## config.mk

```make
export PLATFORM = sky130hd
export DESIGN_NAME = compmag_seq_flat
export DESIGN_NICKNAME = d
export VERILOG_FILES = /design/src/rtl/compmag_seq_if.sv /design/src/rtl/compmag_seq.sv /design/src/flat_wrapper.sv
export SDC_FILE = /design/constraint.sdc
export NUM_CORES = 1
export LEC_CHECK = 0
export CAP_MARGIN = 10
export CORE_MARGIN = 5
export CORE_UTILIZATION = 45
export DETAILED_ROUTE_END_ITERATION = 10
export GPL_ROUTABILITY_DRIVEN = 0
export PLACE_DENSITY_LB_ADDON = 0.15
export SLEW_MARGIN = 40
export SYNTH_ARGS = -nofsm -noshare
export SYNTH_HDL_FRONTEND = slang
export SYNTH_SLANG_ARGS = --single-unit
```

## constraint.sdc

```tcl
create_clock -name clk -period 1.9 [get_ports clk]
set_input_delay 0.285 -clock clk [delete_from_list [all_inputs] [get_ports clk]]
set_output_delay 0.285 -clock clk [all_outputs]
set_load 0.01 [all_outputs]
```

## src/rtl/compmag_seq_if.sv

```systemverilog
// rtl/compmag_seq_if.sv - start/operand/result bundle for the digit-serial comparator
// master drives start and operands; slave (the comparator) drives status and flags.
interface compmag_seq_if #(
    parameter int WIDTH = 7
) ();
    logic             start;
    logic [WIDTH-1:0] a;
    logic [WIDTH-1:0] b;
    logic             busy;
    logic             done;
    logic             aeqb;
    logic             agtb;
    logic             altb;

    modport master (
        output start, a, b,
        input  busy, done, aeqb, agtb, altb
    );

    modport slave (
        input  start, a, b,
        output busy, done, aeqb, agtb, altb
    );
endinterface

```

## src/rtl/compmag_seq.sv

```systemverilog
// rtl/compmag_seq.sv - digit-serial MSB-first magnitude comparator with early exit
// Optional macro COMPMAG_SIGNED_EN selects two's-complement ordering; default is unsigned.
module compmag_seq #(
    parameter int WIDTH = 7,
    parameter int DIGIT = 1
) (
    input  logic         clk,
    input  logic         rst_n,
    compmag_seq_if.slave bus
);
    localparam int N  = WIDTH / DIGIT;
    localparam int CW = (N > 1) ? $clog2(N) : 1;
    localparam logic [CW-1:0] LAST_DIGIT = CW'(N - 1);

    localparam logic [1:0] S_IDLE = 2'd0;
    localparam logic [1:0] S_CMP  = 2'd1;
    localparam logic [1:0] S_DONE = 2'd2;

    generate
        if (WIDTH < 2 || DIGIT < 1 || (WIDTH % DIGIT) != 0) begin : g_bad_cfg
            $error("compmag_seq: WIDTH must be >= 2 and an integer multiple of DIGIT");
        end
    endgenerate

    logic [1:0]       r_state;
    logic [WIDTH-1:0] r_a;
    logic [WIDTH-1:0] r_b;
    logic [CW-1:0]    r_cnt;
    logic             r_aeqb;
    logic             r_agtb;
    logic             r_altb;

    logic [DIGIT-1:0] w_flip;
    logic [DIGIT-1:0] w_da;
    logic [DIGIT-1:0] w_db;
    logic             w_differ;
    logic             w_gt;

`ifdef COMPMAG_SIGNED_EN
    // Inverting the sign bit maps two's complement onto offset binary, so the
    // unsigned digit compare below orders signed values correctly.
    localparam logic [DIGIT-1:0] SIGN_MASK = DIGIT'(1) << (DIGIT - 1);
    assign w_flip = (r_cnt == '0) ? SIGN_MASK : '0;
`else
    assign w_flip = '0;
`endif

    assign w_da     = r_a[WIDTH-1 -: DIGIT] ^ w_flip;
    assign w_db     = r_b[WIDTH-1 -: DIGIT] ^ w_flip;
    assign w_differ = (w_da != w_db);
    assign w_gt     = (w_da > w_db);

    always_ff @(posedge clk or negedge rst_n) begin
        if (!rst_n) begin
            r_state <= S_IDLE;
            r_a     <= '0;
            r_b     <= '0;
            r_cnt   <= '0;
            r_aeqb  <= 1'b0;
            r_agtb  <= 1'b0;
            r_altb  <= 1'b0;
        end else begin
            case (r_state)
                S_IDLE: begin
                    if (bus.start) begin
                        r_a     <= bus.a;
                        r_b     <= bus.b;
                        r_cnt   <= '0;
                        r_state <= S_CMP;
                    end
                end
                S_CMP: begin
                    r_a   <= r_a << DIGIT;
                    r_b   <= r_b << DIGIT;
                    r_cnt <= r_cnt + 1'b1;
                    if (w_differ) begin
                        r_aeqb  <= 1'b0;
                        r_agtb  <= w_gt;
                        r_altb  <= ~w_gt;
                        r_state <= S_DONE;
                    end else if (r_cnt == LAST_DIGIT) begin
                        r_aeqb  <= 1'b1;
                        r_agtb  <= 1'b0;
                        r_altb  <= 1'b0;
                        r_state <= S_DONE;
                    end
                end
                S_DONE:  r_state <= S_IDLE;
                default: r_state <= S_IDLE;
            endcase
        end
    end

    assign bus.busy = (r_state == S_CMP);
    assign bus.done = (r_state == S_DONE);
    assign bus.aeqb = r_aeqb;
    assign bus.agtb = r_agtb;
    assign bus.altb = r_altb;
endmodule

```

## src/flat_wrapper.sv

```systemverilog
// flat-port wrapper written by rule: the top's interface ports become plain ports
module compmag_seq_flat 
#(
    parameter int WIDTH = 7,
    parameter int DIGIT = 1
)
  (clk, rst_n, bus_start, bus_a, bus_b, bus_busy, bus_done, bus_aeqb, bus_agtb, bus_altb);
  compmag_seq_if #(.WIDTH(WIDTH)) bus_i ();
  input  logic clk;
  input  logic rst_n;
  input wire logic [$bits(bus_i.start)-1:0] bus_start;
  input wire logic [$bits(bus_i.a)-1:0] bus_a;
  input wire logic [$bits(bus_i.b)-1:0] bus_b;
  output wire logic [$bits(bus_i.busy)-1:0] bus_busy;
  output wire logic [$bits(bus_i.done)-1:0] bus_done;
  output wire logic [$bits(bus_i.aeqb)-1:0] bus_aeqb;
  output wire logic [$bits(bus_i.agtb)-1:0] bus_agtb;
  output wire logic [$bits(bus_i.altb)-1:0] bus_altb;
  assign bus_i.start = bus_start;
  assign bus_i.a = bus_a;
  assign bus_i.b = bus_b;
  assign bus_busy = bus_i.busy;
  assign bus_done = bus_i.done;
  assign bus_aeqb = bus_i.aeqb;
  assign bus_agtb = bus_i.agtb;
  assign bus_altb = bus_i.altb;
  compmag_seq #(.WIDTH(WIDTH), .DIGIT(DIGIT)) u_core (.clk(clk), .rst_n(rst_n), .bus(bus_i));
endmodule
```

==> results.json <==
{
  "cts_root_buffer": "clkbuf_4",
  "crit_buf_inv": 2,
  "fin_setup_tns_ns": 0,
  "syn2layout_area_growth_pct": 27.48,
  "synth.distinct_cells": 24,
  "routed_via_density": 5.353,
  "rsz0062_at_grt": "false",
  "crit_slowest_cell": "dfrtp_1",
  "cp.required_ns": 1.62,
  "p_comb_share_pct": 45.4,
  "drive_gt1_share_pct": 14.40,
  "final_common_cell": "dfrtp_1",
  "numCtsBuffers": 3,
  "crit_family": "buffers and inverters",
  "post-dp-hpwl_mm": 1.589,
  "initial_core_util_pct": 47.34,
  "crit_fanout": 9,
  "fp.dieW_um": 58.24,
  "switching_power_mw": 0.7393,
  "p_seq_share_pct": 41.6,
  "row_count": 17,
  "drt_iter0_markers": 13,
  "slowest_delay_ns": 0.45,
  "power.density_mw_per_mm2": 1475,
  "p_sw_share_pct": 37.55,
  "cts_tree": "built",
  "grt_pass1_vias": 843,
  "fin_util_pct": 60.35,
  "cts_buffer_depth": 2,
  "whs_ns": 0.3070,
  "grt_max_degree": 23,
  "antenna_found_initial": 0,
  "syn-num-nets": 121,
  "relSlewSlack_pct": 64.93,
  "cellLeakagePower_nw": 0.6039,
  "die-area_sq_mm": 0.003392,
  "drc": 0,
  "first_pass_iters": 4,
  "min_path_type": "input pin to asynchronous set/reset pin",
  "p_clk_share_pct": 13.0,
  "synth_area_per_cell_sq_um": 10.47,
  "reg2reg_depth": 4,
  "insertion_delay_ns": 0.31,
  "drv_cap": 0,
  "drv_slew": 0,
  "drt-total-wl_mm": 2.190,
  "ys_ff_latch": 22,
  "grt_overflow_total": 0,
  "final_cell_mix": "dfrtp_1 (21), clkdlybuf4s50_1 (19), nand2_1 (16), nor2_1 (8), a21oi_1 (8)",
  "final_hold_viol_count": 0,
  "crit_chain": "buf_4 -> nor2_1 -> dlygate4sd2_1",
  "worstMarginPinSlew_ns": 0.5244,
  "crit_path_end_kind": "output pin",
  "diodes": 0,
  "fp.coreArea_sq_mm": 0.002212,
  "ir_drop_uv": 1050,
  "setup_viol": 0,
  "clk_pin_slew_worst_paths_ns": 0.12,
  "wire_per_inst_um": 14.31,
  "grt_pass1_wl_mm": 3.898,
  "ios": 22,
  "start_kind": "flop",
  "worstPathArrival_ns": 1.33,
  "h-tree-depth": 1,
  "worst-path-stages": 3,
  "final.period_utilization_pct": 84.87,
  "grtUsageTotal_pct": 15.20,
  "synth_area_sq_mm": 0.001047,
  "vias": 819,
  "critPathKind": "flop to output pin",
  "pre_cts_slack_ns": 0.2131,
  "ant_nets": 0,
  "status": "complete, no violations",
  "yosys_warnings": 0,
  "p_int_mw": 1.229,
  "final.setup_skew_ns": 0.004961,
  "dieHeight_um": 58.24,
  "setup_ws_ns": 0.2875,
  "synth_cells": 100,
  "io_buffers": 21,
  "finalNetCount": 147,
  "min_period_ns": 1.613,
  "fmax_mhz": 620.2,
  "ys_seq_area_share_pct": 52.57,
  "cts.sinks": 22
}
## metrics by stage
stage | power (mW) | instances | cell area [sq um]
finish | 1.969 | 153 | 1335
global route | 2.147 | 153 | 1335
CTS | 1.997 | 153 | 1333
detailed placement | 1.704 | 147 | 1279
global placement | 1.687 | 147 | 1279
floorplan | 1.433 | 100 | 1047
## path summary, 6_finish.rpt
kind / startpoint / endpoint / slack (ns)
setup / recovery: u_core.r_state[0] / bus_done / 0.29
hold / removal: rst_n / u_core.r_a[5] / 0.31
setup reg to reg: u_core.r_b[6] / u_core.bus.altb / 0.47
hold reg to reg: u_core.r_b[1] / u_core.r_b[1] / 0.50
max in group asynchronous: rst_n / u_core.r_state[1] / 1.36
min in group clk: u_core.r_b[1] / u_core.r_b[1] / 0.50
## timing repair
action	in CTS	in global routing
setup endpoints to repair	2	1
hold buffers	0	0
resized for setup	3	1
buffers inserted	2	0
endpoints found under the hold margin	0	0
## power by group through the flow
stage          registers (mW)  logic [mW]  clock network [mW]
6_report                0.819       0.895               0.255
5_1_grt                 0.849        1.01               0.286
4_1_cts                 0.818       0.911               0.268
3_5_place_dp            0.835       0.869                   0
3_3_place_gp            0.831       0.856                   0
2_1_floorplan           0.805       0.628                   0
## cell type report
| cell class | instances | area (sq um) |
|---|---|---|
| flip-flops and latches | 22 | 551.8 |
| clock buffers | 4 | 36.28 |
| inverters | 6 | 25.02 |
| multi-input cells | 68 | 445.4 |
| well taps | 28 | 35.03 |
| fillers | 207 | 877.1 |
| repair buffers | 25 | 241.5 |
## synth_stat cells
cell type | number | share of area (%)
a21oi_1 | 8 | 3.8
a21oi_4 | 1 | 1.6
a32oi_1 | 7 | 5.9
buf_2 | 2 | 0.96
buf_4 | 1 | 0.72
buf_6 | 1 | 1.1
dfrtp_1 | 22 | 53
ha_1 | 4 | 4.8
inv_1 | 5 | 1.8
inv_2 | 1 | 0.36
mux2_4 | 2 | 2.9
nand2_1 | 16 | 5.7
nand2b_4 | 2 | 2.6
nand3_1 | 1 | 0.48
nand3b_1 | 1 | 0.72
nor2_1 | 8 | 2.9
nor2_2 | 1 | 0.60
nor2b_1 | 2 | 1.2
o211ai_1 | 1 | 0.72
o21ai_0 | 6 | 2.9
o21ba_2 | 1 | 0.96
o21bai_2 | 1 | 1.1
o22a_1 | 1 | 0.84
o22ai_1 | 5 | 3.0
## layer usage
layer	vias up	part of all wire, %	global-route usage, %	routed length [um]
met5	-	0	0	0
met4	0	0.78	5.629	17
met3	2	6.8	6.682	150
met2	23	46	22.90	1001
met1	394	47	19.25	1020
li1	400	-	-	-
## flip-flops by register name (all words and copies together), names as in the netlist
name and count:
u_core.bus.agtb 1, u_core.r_a 7, u_core.bus.altb 1, u_core.bus.aeqb 1, u_core.r_state 2, u_core.r_cnt 3
u_core.r_b 7
## cell families (layout without fill, tap and decap cells)
| family | count (synthesis) | in the layout | synth area share [%] |
|---|---|---|---|
| muxes | 2 | 2 | 2.867 |
| buffers and inverters | 10 | 35 | 4.899 |
| AOI/OAI and AO/OA | 31 | 31 | 20.67 |
| DFF | 22 | 22 | 52.57 |
| adders and majority gates | 4 | 4 | 4.779 |
| and+or+nand+nor | 31 | 31 | 14.22 |
Power figures use the tool's default switching activity.
